<file path="src/rtl/prng_pkg.sv">
// Shared types and defaults for the PRNG step scheduler.
// State and owner encodings are used by the top and the bench.
package prng_pkg;

  typedef enum logic [1:0] {
    S_IDLE    = 2'd0,
    S_STEP    = 2'd1,
    S_SETTLE  = 2'd2,
    S_DELIVER = 2'd3
  } state_e;

  typedef enum logic [1:0] {
    OWN_DISP = 2'd0,
    OWN_EXT0 = 2'd1,
    OWN_EXT1 = 2'd2
  } owner_e;

  localparam int TICK_DIV_DEF   = 10_000_000;
  localparam int CTRL_STEPS_DEF = 1;

endpackage

</file>
<file path="src/rtl/prng_tick_div.sv">
// Display refresh divider: counts 0..TICK_DIV-1 and flags each wrap.
// wrap_o is the same-edge wrap strobe; tick_o is its registered pulse.
module prng_tick_div
  import prng_pkg::*;
#(
  parameter int TICK_DIV = TICK_DIV_DEF
) (
  input  logic clk,
  input  logic reset,
  input  logic en,
  output logic wrap_o,
  output logic tick_o
);

  localparam int CW = $clog2(TICK_DIV);
  localparam logic [CW-1:0] LAST = CW'(TICK_DIV - 1);

  logic [CW-1:0] cnt_q, cnt_d;
  logic          tick_q;

  assign wrap_o = en & (cnt_q == LAST);
  assign cnt_d  = wrap_o ? '0 : cnt_q + CW'(1);
  assign tick_o = tick_q;

  always_ff @(posedge clk) begin
    if (reset || !en) begin
      cnt_q  <= '0;
      tick_q <= 1'b0;
    end else begin
      cnt_q  <= cnt_d;
      tick_q <= wrap_o;
    end
  end

endmodule

</file>
<file path="src/rtl/prng_step_scheduler.sv">
// Sequences LFSR step enables and shares settled mux bytes between
// the display refresh and two round-robin external requesters.
module prng_step_scheduler
  import prng_pkg::*;
#(
  parameter int TICK_DIV   = TICK_DIV_DEF,
  parameter int CTRL_STEPS = CTRL_STEPS_DEF
) (
  input  logic       clk,
  input  logic       reset,
  input  logic       en,
  input  logic [1:0] req,
  input  logic [7:0] mux_byte,
  output logic       data_step,
  output logic       ctrl_step,
  output logic [1:0] gnt,
  output logic [7:0] rnd_byte,
  output logic [7:0] disp_byte,
  output logic       disp_tick,
  output logic       busy,
  output logic       disp_overrun
);

  localparam logic [3:0] LAST_STEP = 4'(CTRL_STEPS - 1);

  state_e     state_q;
  owner_e     owner_q, owner_d;
  logic [3:0] step_q;
  logic       last_q;
  logic       pend_q, pend_d;
  logic       ovr_q, ovr_set;
  logic       dstep_q, cstep_q, busy_q;
  logic [1:0] gnt_q;
  logic [7:0] rnd_q, disp_q;
  logic       wrap, clr;

  prng_tick_div #(.TICK_DIV(TICK_DIV)) u_div (
    .clk    (clk),
    .reset  (reset),
    .en     (en),
    .wrap_o (wrap),
    .tick_o (disp_tick)
  );

  // Pending display request is consumed on the edge entering DELIVER
  assign clr     = (state_q == S_SETTLE) && (owner_q == OWN_DISP);
  assign pend_d  = wrap | (pend_q & ~clr);
  assign ovr_set = wrap & pend_q & ~clr;

  always_comb begin
    owner_d = OWN_DISP;
    unique case (1'b1)
      pend_q:                   owner_d = OWN_DISP;
      (!pend_q && req == 2'b11): owner_d = last_q ? OWN_EXT0 : OWN_EXT1;
      (!pend_q && req == 2'b01): owner_d = OWN_EXT0;
      (!pend_q && req == 2'b10): owner_d = OWN_EXT1;
      default:                  owner_d = OWN_DISP;
    endcase
  end

  always_ff @(posedge clk) begin
    if (reset || !en) begin
      state_q <= S_IDLE;
      owner_q <= OWN_DISP;
      step_q  <= '0;
      last_q  <= 1'b1;
      pend_q  <= 1'b0;
      dstep_q <= 1'b0;
      cstep_q <= 1'b0;
      busy_q  <= 1'b0;
      gnt_q   <= '0;
      rnd_q   <= '0;
      if (reset) begin
        disp_q <= '0;
        ovr_q  <= 1'b0;
      end
    end else begin
      dstep_q <= 1'b0;
      cstep_q <= 1'b0;
      gnt_q   <= '0;
      pend_q  <= pend_d;
      if (ovr_set) ovr_q <= 1'b1;
      unique case (state_q)
        S_IDLE: begin
          if (pend_q || (|req)) begin
            owner_q <= owner_d;
            step_q  <= '0;
            state_q <= S_STEP;
            dstep_q <= 1'b1;
            cstep_q <= 1'b1;
            busy_q  <= 1'b1;
          end
        end
        S_STEP: begin
          if (step_q == LAST_STEP) begin
            state_q <= S_SETTLE;
          end else begin
            step_q  <= step_q + 4'd1;
            cstep_q <= 1'b1;
          end
        end
        S_SETTLE: begin
          state_q <= S_DELIVER;
          unique case (owner_q)
            OWN_EXT0: begin
              gnt_q  <= 2'b01;
              rnd_q  <= mux_byte;
              last_q <= 1'b0;
            end
            OWN_EXT1: begin
              gnt_q  <= 2'b10;
              rnd_q  <= mux_byte;
              last_q <= 1'b1;
            end
            default: disp_q <= mux_byte;
          endcase
        end
        S_DELIVER: begin
          state_q <= S_IDLE;
          busy_q  <= 1'b0;
        end
        default: state_q <= S_IDLE;
      endcase
    end
  end

  assign data_step    = dstep_q;
  assign ctrl_step    = cstep_q;
  assign gnt          = gnt_q;
  assign rnd_byte     = rnd_q;
  assign disp_byte    = disp_q;
  assign busy         = busy_q;
  assign disp_overrun = ovr_q;

endmodule

</file>
<file path="config.mk">
export PLATFORM = sky130hd
export DESIGN_NAME = prng_step_scheduler
export DESIGN_NICKNAME = d
export VERILOG_FILES = /design/src/rtl/prng_pkg.sv /design/src/rtl/prng_tick_div.sv /design/src/rtl/prng_step_scheduler.sv
export SDC_FILE = /design/constraint.sdc
export NUM_CORES = 1
export LEC_CHECK = 0
export ABC_AREA = 1
export CORE_MARGIN = 2
export CORE_UTILIZATION = 40
export DETAILED_ROUTE_END_ITERATION = 8
export GPL_ROUTABILITY_DRIVEN = 0
export GPL_TIMING_DRIVEN = 0
export PLACE_DENSITY_LB_ADDON = 0.08
export SLEW_MARGIN = 20
export SYNTH_ARGS = -nofsm -noshare
export SYNTH_HDL_FRONTEND = slang
export SYNTH_SLANG_ARGS = --single-unit
</file>
<file path="constraint.sdc">
create_clock -name clk -period 1.95 [get_ports clk]
set_input_delay 0.2925 -clock clk [delete_from_list [all_inputs] [get_ports clk]]
set_output_delay 0.2925 -clock clk [all_outputs]
set_load 0.02 [all_outputs]
</file>
**Yosys cells after proc, flatten, opt, wreduce, memory -nomap -nowiden**

Cells that the tools add are included.

- Add/subtract/negate cells: 2
- Eq/ne operators: 14
- Muxes and demuxes: 22
- Bitwise operators: 8
- Reductions and logical operators: 29

Operators by type and width:

| kind | count |
|---|---|
| 2-to-1 mux 8 bit | 4 |
| adder 24 x 1 -> 24 bit, second input constant | 1 |
| == test 24 bit, second input constant | 1 |
| AND reduction 2 bit | 6 |
| == test 2 bit, second input constant | 5 |
| nonzero test 2 bit | 5 |
| OR reduction 2 bit | 5 |
| 2-to-1 mux 4 bit | 2 |
| != test 2 bit, second input constant | 4 |
| one-hot mux 2 bit (4 select lines) | 1 |
| one-hot mux 4 bit (2 select lines) | 1 |
| == test 2 x 1 -> 1 bit, second input constant | 3 |
| 2-to-1 mux 1 bit | 6 |
| 2-to-1 mux 2 bit | 3 |
| one-hot mux 1 bit (2 select lines) | 3 |
| one-hot mux 2 bit (3 select lines) | 1 |
| AND reduction 3 bit | 2 |
| adder 4 x 1 -> 4 bit, second input constant | 1 |
| bitwise AND 1 bit | 4 |
| logical AND 1 bit | 4 |
| zero test 2 bit | 2 |
| zero test 4 bit | 1 |
| one-hot mux 2 bit (2 select lines) | 1 |
| NOT 1 bit | 3 |
| other kinds (4) | 6 |

- Register bits: 57
- Input bits: 13
- Logic and storage cells: 89

**Logic depth before layout (Yosys ltp)**

Gate-level depths: netlist (run 1).

- Depth after elaboration: 6
- Depth in mapped cells: 10
- Gate-level depth less buffers: 10

**By module**

Synthesis (run 1) repeated with hierarchy kept, for this count alone.

- Cell total of the unflattened synthesis: 368
- Area, all modules: 2850.2 um^2

By module, submodules not included:

| module | instances | cells an instance | area an instance (um^2) | sequential area each (um^2) |
|---|---|---|---|---|
| prng_step_scheduler | 1 | 161 | 1425.1 | 730.7 |
| prng_tick_div | 1 | 207 | 1425.1 | 500.5 |

**Least setup slack after synthesis (run 1)**

OpenSTA, ideal clock, no wires.

- Path type: register to register
- From: reg owner_q[0]
- To: reg disp_q[0] (netlist: disp_byte[0]), enable pin
- Library setup time: 0.387 ns
- Data arrival time: 1.427 ns
- Data required time: 1.563 ns
- Setup slack: 0.137 ns
- Cell stages (with the launch flop): 4
- Buffers on the path: 0
- Clock period less this slack: 1.813 ns
- Cell sequence: dfxtp_1 inv_1 ha_1 o31ai_1

- Cells in the longest elaborated chain, start to end: 4
- Elaborated cells between the ends (all ways): 5
- Classes of those cells: 3 x eq/ne; 2 x reduce/logical

Ends and longest elaborated chain:

| what | line | RTL |
|---|---|---|
| start: declaration | prng_step_scheduler.sv:27 | `owner_e owner_q, owner_d;` |
| start signal: assignment | prng_step_scheduler.sv:86 | `owner_q <= owner_d;` |
| == test 2 bit or == test 2 x 1 -> 1 bit (tied branches) | prng_step_scheduler.sv:104 | `unique case (owner_q)` |
| OR reduction 2 bit (no source line) (*) | - |  |
| != test 2 x 1 -> 1 bit (no source line) (*) | - |  |
| AND reduction 3 bit (no source line) (*) | - |  |
| end signal: assignment | prng_step_scheduler.sv:115 | `default: disp_q <= mux_byte;` |
| end: declaration | prng_step_scheduler.sv:34 | `logic [7:0] rnd_q, disp_q;` |

Mark *: on every way between the ends. The rest lies on a longest branch, timed or not.
A chain may end at the register's enable or synchronous reset.

**Worst setup path after layout (run 1)**

- From: in en
- To: reg disp_q[2] (netlist: disp_byte[2]) (data pin)

- Cells in the longest elaborated chain, start to end: 3

Ends and longest elaborated chain:

| what | line | RTL |
|---|---|---|
| start: declaration | prng_step_scheduler.sv:11 | `input logic en,` |
| zero test 1 bit | prng_step_scheduler.sv:62 | `if (reset \|\| !en) begin` |
| logical OR 1 bit | prng_step_scheduler.sv:62 |  |
| 2-to-1 mux 8 bit | prng_step_scheduler.sv:62 |  |

Every way passes these cells.

==> summary.md, run 1 <==
| Metric | Value |
|---|---|
| Areal power density over the cells | `751 nW/µm²` |
| Main flop type after synthesis | `dfxtp_1` |
| Final Hold Viols | `0` |
| Initial cell density of the core | `41.9%` |
| Wire length per cell | `12.2 µm` |
| Part of the total power dissipated in the clock network | `41.9%` |
| Capturing element type of the critical path | `flop` |
| Worst Path Max Fanout | `10` |
| TritonCTS clock tree | `built` |
| R2r endpoint | `disp_byte[4]` |
| Setup skew after layout | `0.00590 ns` |
| Hold WS | `0.442 ns` |
| Pre-antenna DRT Iters | `4` |
| Final Slew Violations | `0` |
| Seq pwr share | `49.2%` |
| Root buffer selected by CTS | `clkbuf_8` |
| Worst slack, placed | `-0.0623 ns` |
| HPWL after DPL | `4450 µm` |
| Antenna diodes | `0` |
| Wire length reported by the detailed router | `6030 µm` |
| End point of the worst hold path | `u_div.cnt_q[0]` |
| Fraction of final layout cells with drive strength greater than 1 | `6.27%` |
| Cell area after technology mapping | `2710 µm²` |
| Fraction of post-synthesis cell area in the top cell type by area | `35.5%` |
| Syn. warnings | `0` |
| Post-Syn Nets | `387` |
| Achievable Freq | `594 MHz` |
| I/O pin cnt | `36` |
| Die outline area | `7440 µm²` |
| First-pass GRT wire length | `10200 µm` |
| Max IR drop VDD | `474 µV` |
| Post-route ant nets | `0` |
| Nets | `433` |
| Detailed router's first-iteration violation count | `61` |
| Number of global-route vias before repair | `2216` |
| Die extent in y | `86.3 µm` |
| Post-layout worst setup margin | `0.266 ns` |
| Setup Fix Bufs, Post-CTS | `0` |
| Startpoint of the lowest-slack register-to-register path | `owner_q[1]` |
| Core Box Area | `6460 µm²` |
| Post-synthesis average cell area | `7.44 µm²` |
| Data required time of the worst path | `2.01 ns` |
| Post-synth top area cell | `dfxtp_1` |
| Worst slew pin tran | `0.557 ns` |
| Layout Cell Area excl Fill | `3360 µm²` |
| Standby leakage power | `1.26 nW` |
| Outcome | `completed` |
| Sequential cell area fraction in the yosys report | `45.5%` |
| Setup violators final | `0` |
| Leading cell type in the layout, fill and taps excluded | `nand2_1` |
| Bufs on Longest Clock Path | `2` |
| Clock sinks | `57` |
| Depth of the worst register-to-register path | `3` |
| Drt via density | `4.82` |
| Top area cells in the synthesized netlist | `dfxtp_1, nand2_1, edfxtp_1` |
| Critical path data arrival time | `1.75 ns` |
| Combined global-route utilization of all metal layers | `17.4%` |
| H-tree levels | `3` |
| CTS Buf Count | `9` |
| Number of buffers added on ports | `35` |
| Maximum number of pins on one net before global-route repair | `11` |
| Final routed DRC violation total | `0` |
| Gate Count Post-Synth | `364` |
| Logic pwr share | `8.9%` |
| Max-cap check violation count | `0` |
| Slew Limit Headroom | `62.9%` |
| Slack of the worst reg-to-reg path | `0.31 ns` |
| Count of flip-flops with a built-in enable after synthesis | `9` |
| Most frequent cells in the layout | `nand2_1, nor2_1, dfxtp_1` |
| Nature of the critical path startpoint | `primary input` |
| Leftover overflow at the end of global routing | `0` |
| Net Switching | `591 µW` |
| Die X | `86.3 µm` |
| Unrepaired setup endpoints after global routing | `no` |
| Register clock-pin slew on the reported worst setup and hold paths | `0.06 ns` |
| Number of instances on the worst hold path | `1` |
| HP Class | `flop to flop` |
| Flops & latches, synth | `57` |
| Number of antenna violations at the first check in global routing | `0` |
| Relative area change from synthesis to final layout | `23.9%` |
| Post-placement cell area | `3160 µm²` |
| Clock latency on the worst-skew pair | `0.33 ns` |
| Synth cell types | `32` |
| Start point of the worst hold path | `u_div.cnt_q[0]` |
| Shortest clock period the worst path allows after layout | `1.68 ns` |
| Switching power share of the total | `23.5%` |
| Cell internal power dissipation | `1.93 mW` |
| Vias | `2369` |
| Row count | `29` |
| Fin crit share | `86.4%` |
| Synth async-reset ratio | `0%` |
| Setup CP Type | `primary input to flop` |
[flip-flops by register name (all words and copies together) (netlist names)]
signal,flops
state_q,2
disp_overrun,1
data_step,1
gnt,2
last_q,1
rnd_byte,8
step_q,4
pend_q,1
ctrl_step,1
u_div.cnt_q,24
owner_q,2
u_div.tick_o,1
disp_byte,8
busy,1
[through the flow]
stage | utilization [%] | TNS (ns) | std cells | power (mW)
global route | 52.0 | 0 | 492 | 2.64
floorplan | - | 0 | 364 | 1.39
CTS | 51.8 | 0 | 492 | 2.55
detailed placement | 48.9 | -0.497 | 476 | 1.49
global placement | 48.8 | -3.34 | 476 | 1.48
finish | 52.0 | 0 | 492 | 2.52
[synth_stat cells (2+ instances only)]
cell type  count
nor2_2         3
nand2_1       78
xor2_1         9
o21ai_0       14
nor2_1        68
dfxtp_1       48
o211ai_1       2
a21oi_1       28
nand3_1       18
edfxtp_1       9
nor3_1         3
buf_8          2
nand4_1        5
inv_1         47
ha_1          10
nand3b_1       3
xnor2_1        2
[layer usage]
metal / track usage, % / wire [µm] / part of all wire [%] / vias up
met5: 0 / 0 / 0 / -
met4: 5.54 / 74 / 1.2 / 0
met3: 5.05 / 262 / 4.3 / 6
met2: 28.9 / 2830 / 47 / 41
met1: 22.0 / 2860 / 47 / 1079
li1: - / - / - / 1243
[cell type report]
class / instances / area [µm²]
fillers: 641 / 3100
multi-input cells: 253 / 1260
flip-flops and latches: 57 / 1230
repair buffers: 35 / 350
inverters: 48 / 180
clock buffers: 11 / 141
well taps: 77 / 96.3
plain buffers: 6 / 51.3
clock inverters: 5 / 45.0
[worst max-delay path: stages]
cell and delay (ns):
clkdlybuf4s50_1 0.44, inv_1 0.17, nor2_2 0.08, inv_1 0.21
clkbuf_1 0.47, nor2_1 0.08
[how the worst max path moves through the flow]
stage | startpoint | end | slack [ns] | depth (start not counted)
after global routing | en | disp_byte[7] | 0.15 | 6
after detailed placement | en | disp_byte[6] | -0.06 | 6
after CTS | state_q[0] | disp_byte[0] | 0.07 | 4
after global placement | en | disp_byte[6] | -0.40 | 3
after floorplan | owner_q[0] | disp_byte[0] | 0.14 | 3
final | en | disp_byte[2] | 0.27 | 6
[logic make-up after synthesis]
group / count (synthesis) / share of synthesized area (%)
buffers and inverters: 54 / 8.50
AND/OR/NAND/NOR: 185 / 28.7
AO/OA/AOI/OAI: 47 / 9.10
adder cells (fa/ha/maj): 10 / 4.62
XOR/XNOR: 11 / 3.56
flip-flops: 57 / 45.5
[power groups by stage]
stage	clock [mW]	sequential (mW)	combinational (mW)
finish	1.06	1.24	0.225
global route	1.14	1.24	0.254
CTS	1.09	1.24	0.225
detailed placement	0	1.26	0.223
global placement	0	1.26	0.220
floorplan	0	1.29	0.109
[timing repair]
item / in CTS / in global routing
hold buffers: 0 / 0
endpoints found under the setup margin: 0 / 8
gates resized for setup: 0 / 2
No activity file was read; power rests on OpenSTA's default activity.
==> inputs of run 2 (changes only) <==
- SETUP_SLACK_MARGIN: not set -> 0.1
==> run 2 against run 1 <==
Against the previous run: critical path type unchanged; critical path depth did not move; sequential share of layout area did not move; via count rose by 0.34%; combinational power barely moved; worst hold slack barely moved; non-clock buffer count did not move.
==> summary.md, run 2 (synthesized netlist as in run 1, its figures left out) <==
| Metric | Value |
|---|---|
| Non-Filler Instances | `492` |
| Critical-path cell list | `clkdlybuf4s50_1 > inv_1 > nor2_2 > inv_1 > clkbuf_1 > nor2_1` |
| Unrepaired setup endpoints after global routing | `no` |
| Core Box Area | `6460 µm²` |
| R2r endpoint | `rnd_byte[5]` |
| Relative area change from synthesis to final layout | `23.9%` |
| Slack of the worst reg-to-reg path | `0.29 ns` |
| Initial cell density of the core | `41.9%` |
| Leading cell type in the layout, fill and taps excluded | `nand2_1` |
| Capturing instance or port of the critical path | `disp_byte[2]` |
| Areal power density over the cells | `750 nW/µm²` |
| Clock latency on the worst-skew pair | `0.33 ns` |
| Drt via density | `4.83` |
| Maximum number of pins on one net before global-route repair | `11` |
| Final Slew Violations | `0` |
| Sequential Area | `1230 µm²` |
| First-pass GRT wire length | `10200 µm` |
| I/O pin cnt | `36` |
| Pre-antenna DRT Iters | `4` |
| Final routed DRC violation total | `0` |
| Detailed router's first-iteration violation count | `59` |
| CTS Buf Count | `9` |
| HPWL after DPL | `4450 µm` |
| Root buffer selected by CTS | `clkbuf_8` |
| Cell internal power dissipation | `1.93 mW` |
| Setup Fix Bufs, Post-CTS | `0` |
| Nature of the critical path startpoint | `primary input` |
| Antenna diodes | `0` |
| Switching power share of the total | `23.4%` |
| Clock sinks | `57` |
| Achievable Freq | `592 MHz` |
| Startpoint of the lowest-slack register-to-register path | `owner_q[1]` |
| Number of buffers added on ports | `35` |
| CP max-delay cell | `clkbuf_1` |
| Vias | `2377` |
| CP Launch Point | `en` |
| H-tree levels | `3` |
| Maximum cell stage delay along the critical path | `0.48 ns` |
| CP most frequent cell | `inv_1` |
| Final Hold Viols | `0` |
| Post-route ant nets | `0` |
| Bufs on Longest Clock Path | `2` |
| Register clock-pin slew on the reported worst setup and hold paths | `0.06 ns` |
| Max IR drop VDD | `474 µV` |
| Wire length per cell | `12.3 µm` |
| Nets | `433` |
| Fraction of final layout cells with drive strength greater than 1 | `6.27%` |
| Combined global-route utilization of all metal layers | `17.5%` |
| Post-placement cell area | `3160 µm²` |
| Standby leakage power | `1.26 nW` |
| Register name with the most flops | `u_div.cnt_q` |
| Number of antenna violations at the first check in global routing | `0` |
| Number of fill cells | `641` |
| Shortest clock period the worst path allows after layout | `1.69 ns` |
| Row count | `29` |
| Die X | `86.3 µm` |
| Part of the total power dissipated in the clock network | `41.8%` |
| Depth of the worst register-to-register path | `7` |
| Post-layout worst setup margin | `0.260 ns` |
| Max-cap check violation count | `0` |
| Data required time of the worst path | `2.01 ns` |
| Fin crit share | `86.7%` |
| Net Switching | `590 µW` |
| HP Class | `flop to flop` |
| Setup violators final | `0` |
| Worst slack, placed | `-0.0623 ns` |
| Die outline area | `7440 µm²` |
| Logic pwr share | `9.0%` |
| Setup skew after layout | `0.00577 ns` |
| Number of flip-flops under the largest register name | `24` |
| Leftover overflow at the end of global routing | `0` |
| Number of global-route vias before repair | `2222` |
| TritonCTS clock tree | `built` |
| Seq pwr share | `49.2%` |
| Worst slew pin tran | `0.565 ns` |
| Capturing element type of the critical path | `flop` |
| Layout Cell Area excl Fill | `3360 µm²` |
| Hold bufs inserted after CTS | `0` |
| Final core utilization | `52.0%` |
| Worst Path Max Fanout | `10` |
| Outcome | `completed` |
| Slew Limit Headroom | `62.3%` |
| Die extent in y | `86.3 µm` |
| Wire length reported by the detailed router | `6050 µm` |
| Setup CP Type | `primary input to flop` |
| Multi-input combinational cell area | `1260 µm²` |
| Critical path data arrival time | `1.75 ns` |
| Cells after DPL | `476` |
| Most frequent cells in the layout | `nand2_1, nor2_1, dfxtp_1` |
run 2: cell counts in the layout (fill, tap and decap cells not counted):
No cell type changed its count.
run 2: worst min path at each step:
| stage | to | from | slack [ns] | cells past startpoint |
|---|---|---|---|---|
| floorplan | u_div.cnt_q[0] | u_div.cnt_q[0] | 0.42 | 1 |
| global route | u_div.cnt_q[0] | u_div.cnt_q[0] | 0.47 | 1 |
| CTS | u_div.cnt_q[0] | u_div.cnt_q[0] | 0.45 | 1 |
| detailed placement | u_div.cnt_q[0] | u_div.cnt_q[0] | 0.44 | 1 |
| global placement | u_div.cnt_q[0] | u_div.cnt_q[0] | 0.43 | 1 |
| finish | u_div.cnt_q[0] | u_div.cnt_q[0] | 0.44 | 1 |
run 2: timing repair:
item / 4_1_cts / 5_1_grt
endpoints found under the setup margin: 8 / 3
gates resized for setup: 1 / 1
gates cloned: 0 / 0
run 2: power by group through the flow:
| stage | Clock (mW) | Sequential, mW | Combinational (mW) |
|---|---|---|---|
| finish | 1.05 | 1.24 | 0.226 |
| global route | 1.14 | 1.24 | 0.254 |
| CTS | 1.09 | 1.24 | 0.228 |
| detailed placement | 0 | 1.26 | 0.223 |
| global placement | 0 | 1.26 | 0.220 |
| floorplan | 0 | 1.29 | 0.109 |
run 2: area by class of cell:
class | instances | share of cell area, %
multi-input cells | 253 | 37.5
plain buffers | 6 | 1.53
inverters | 48 | 5.37
clock inverters | 5 | 1.34
well taps | 77 | 2.87
clock buffers | 11 | 4.21
repair buffers | 35 | 10.4
flip-flops and latches | 57 | 36.7
run 2: metal layers:
metal  part of all wire (%)  global-route usage (%)  wire length, µm  vias up
li1                       -                       -                -     1244
met5                      0                       0                0        -
met3                    4.3                    5.05              261        6
met4                    1.2                    5.54               74        0
met2                     47                    29.1             2830       43
met1                     48                    22.1             2890     1084
run 2: per-stage QoR:
stage	hold slack (ns)	TNS, ns	power, mW
3_5_place_dp	0.440	-0.497	1.49
5_1_grt	0.474	0	2.64
6_report	0.442	0	2.52
3_3_place_gp	0.432	-3.34	1.48
2_1_floorplan	0.417	0	1.39
4_1_cts	0.449	0	2.55
run 2: worst max-delay path, delay by kind of cell:
| kind | cells | cell delay (ns) |
|---|---|---|
| buf+inv | 4 | 1.30 |
| simple gates | 2 | 0.17 |
==> inputs of run 3 (changes only) <==
- RECOVER_POWER: not set -> 50
==> run 3 against run 2 <==
Against the previous run: maximum frequency down 4.7%; critical path depth is 1 higher; clock-buffer cell count did not move; sequential share of layout area barely moved; global-route usage did not move; highest routed layer unchanged; critical path type unchanged; register-to-register slack worse by 0.04 ns; wire length down 0.20%; die area is the same.
==> summary.md, run 3 (synthesized netlist as in run 1, its figures left out) <==
| Metric | Value |
|---|---|
| Outcome | `completed` |
| Root buffer selected by CTS | `clkbuf_8` |
| Post-placement cell area | `3160 µm²` |
| Final routed DRC violation total | `0` |
| Nature of the critical path startpoint | `primary input` |
| Antenna diodes | `0` |
| First-pass GRT wire length | `10200 µm` |
| HP Class | `flop to flop` |
| Fin crit share | `91.0%` |
| Standby leakage power | `1.32 nW` |
| Wire length per cell | `12.3 µm` |
| Die extent in y | `86.3 µm` |
| Worst slew pin tran | `0.563 ns` |
| Clock latency on the worst-skew pair | `0.33 ns` |
| Family of cells with the greatest summed delay on the critical path | `buffers and inverters` |
| I/O pin cnt | `36` |
| Post-layout worst setup margin | `0.176 ns` |
| Number of buffers and inverters on the critical path | `4` |
| Worst slack, placed | `-0.0623 ns` |
| Core Box Area | `6460 µm²` |
| Setup CP Type | `primary input to flop` |
| Register name with the most flops | `u_div.cnt_q` |
| Wire length reported by the detailed router | `6040 µm` |
| Post-route ant nets | `0` |
| Shortest clock period the worst path allows after layout | `1.77 ns` |
| Die outline area | `7440 µm²` |
| Logic pwr share | `8.7%` |
| TritonCTS clock tree | `built` |
| Number of antenna violations at the first check in global routing | `0` |
| Final Slew Violations | `0` |
| Row count | `29` |
| Switching power share of the total | `23.4%` |
| Slew Limit Headroom | `62.5%` |
| Seq pwr share | `49.3%` |
| Setup skew after layout | `0.00579 ns` |
| CTS Buf Count | `9` |
| Max-cap check violation count | `0` |
| Pre-antenna DRT Iters | `4` |
| Hold bufs inserted after CTS | `0` |
| Critical-path cell list | `clkdlybuf4s50_1 > inv_1 > nor2_1 > buf_2 > buf_4 > nand4_1 > nand2_1` |
| Number of buffers added on ports | `35` |
| Bufs on Longest Clock Path | `2` |
| Data required time of the worst path | `2.00 ns` |
| Combined global-route utilization of all metal layers | `17.5%` |
| Setup violators final | `0` |
| Fraction of final layout cells with drive strength greater than 1 | `5.78%` |
| Setup Total Neg Slack | `0 ns` |
| Part of the total power dissipated in the clock network | `42.0%` |
| Number of global-route vias before repair | `2222` |
| Drt via density | `4.84` |
| Number of flip-flops under the largest register name | `24` |
| Number of fill cells | `642` |
| Initial cell density of the core | `41.9%` |
| Unrepaired setup endpoints after global routing | `no` |
| PnR Total Power | `2.51 mW` |
| Most frequent cells in the layout | `nand2_1, nor2_1, inv_1, dfxtp_1, a21oi_1` |
| Die X | `86.3 µm` |
| Critical path data arrival time | `1.82 ns` |
| Capturing element type of the critical path | `flop` |
| Max IR drop VDD | `474 µV` |
| Areal power density over the cells | `748 nW/µm²` |
| Leading cell type in the layout, fill and taps excluded | `nand2_1` |
| Maximum cell stage delay along the critical path | `0.49 ns` |
| Final Hold Viols | `0` |
| Achievable Freq | `564 MHz` |
| HPWL after DPL | `4450 µm` |
| Register clock-pin slew on the reported worst setup and hold paths | `0.06 ns` |
| Cell internal power dissipation | `1.92 mW` |
| Nets | `433` |
| Clock sinks | `57` |
| Net Switching | `588 µW` |
| Worst Path Max Fanout | `10` |
| CP max-delay cell | `clkdlybuf4s50_1` |
| Maximum number of pins on one net before global-route repair | `11` |
| Leftover overflow at the end of global routing | `0` |
| Layout Cell Area excl Fill | `3350 µm²` |
| Relative area change from synthesis to final layout | `23.8%` |
| Detailed router's first-iteration violation count | `57` |
| Vias | `2379` |
| H-tree levels | `3` |
-- run 3: changes by cell type in the layout (fill, tap and decap cells not counted) --
cell	previous run	this run
nor2_2	3	2
nor2_1	68	69
inv_1	47	48
dlygate4sd3_1	0	23
o21ai_1	1	0
o21ai_0	14	15
inv_2	1	0
clkdlybuf4s50_1	35	12
-- run 3: repair_timing --
| action | CTS | global route |
|---|---|---|
| resized for setup | 1 | 1 |
| setup buffers | 0 | 0 |
| setup endpoints to repair | 8 | 3 |
| gates cloned | 0 | 0 |
| endpoints found under the hold margin | 0 | 0 |
-- run 3: cell type report --
class                      instances  area, µm²  share of cell area, %
multi-input combinational        253       1260                   37.5
clock inverter                     5       45.0                   1.34
clock buffer                      11        141                   4.22
tap                               77       96.3                   2.87
buffer                             6       51.3                   1.53
sequential                        57       1230                   36.7
timing repair buffer              35        350                   10.4
inverter                          48        180                   5.37
-- run 3: path summary, 6_finish.rpt --
path                                startpoint              end  slack [ns]  depth (start not counted)
worst max-delay path                        en     disp_overrun        0.18                          7
worst min-delay path            u_div.cnt_q[0]   u_div.cnt_q[0]        0.44                          1
worst max register to register  u_div.cnt_q[0]  u_div.cnt_q[16]        0.25                          9
worst min register to register  u_div.cnt_q[0]   u_div.cnt_q[0]        0.44                          1
-- run 3: routing by layer --
layer | track usage [%] | wire (µm) | vias up
met3 | 5.05 | 234 | 6
met1 | 22.1 | 2900 | 1092
li1 | - | - | 1246
met5 | 0 | 0 | -
met2 | 29.1 | 2830 | 35
met4 | 5.54 | 74 | 0
-- run 3: power groups by stage --
stage | Combinational (mW) | Sequential (mW) | Clock (mW)
floorplan | 0.109 | 1.29 | 0
global placement | 0.220 | 1.26 | 0
detailed placement | 0.223 | 1.26 | 0
CTS | 0.228 | 1.24 | 1.09
global route | 0.247 | 1.24 | 1.14
finish | 0.219 | 1.24 | 1.05
-- run 3: worst register-to-register path, delay by kind of cell, from the launching register on --
family	cells	cell delay, ns
compound gates	1	0.05
fa+ha+maj	1	0.20
buf+inv	2	0.39
flops	1	0.35
simple gates	5	0.60
-- run 3: metrics by stage --
step / hold WS (ns) / instances / util (%)
2_1_floorplan: 0.417 / 364 / -
3_3_place_gp: 0.432 / 476 / 48.8
3_5_place_dp: 0.440 / 476 / 48.9
4_1_cts: 0.449 / 492 / 51.9
5_1_grt: 0.474 / 492 / 51.9
6_report: 0.442 / 492 / 51.9
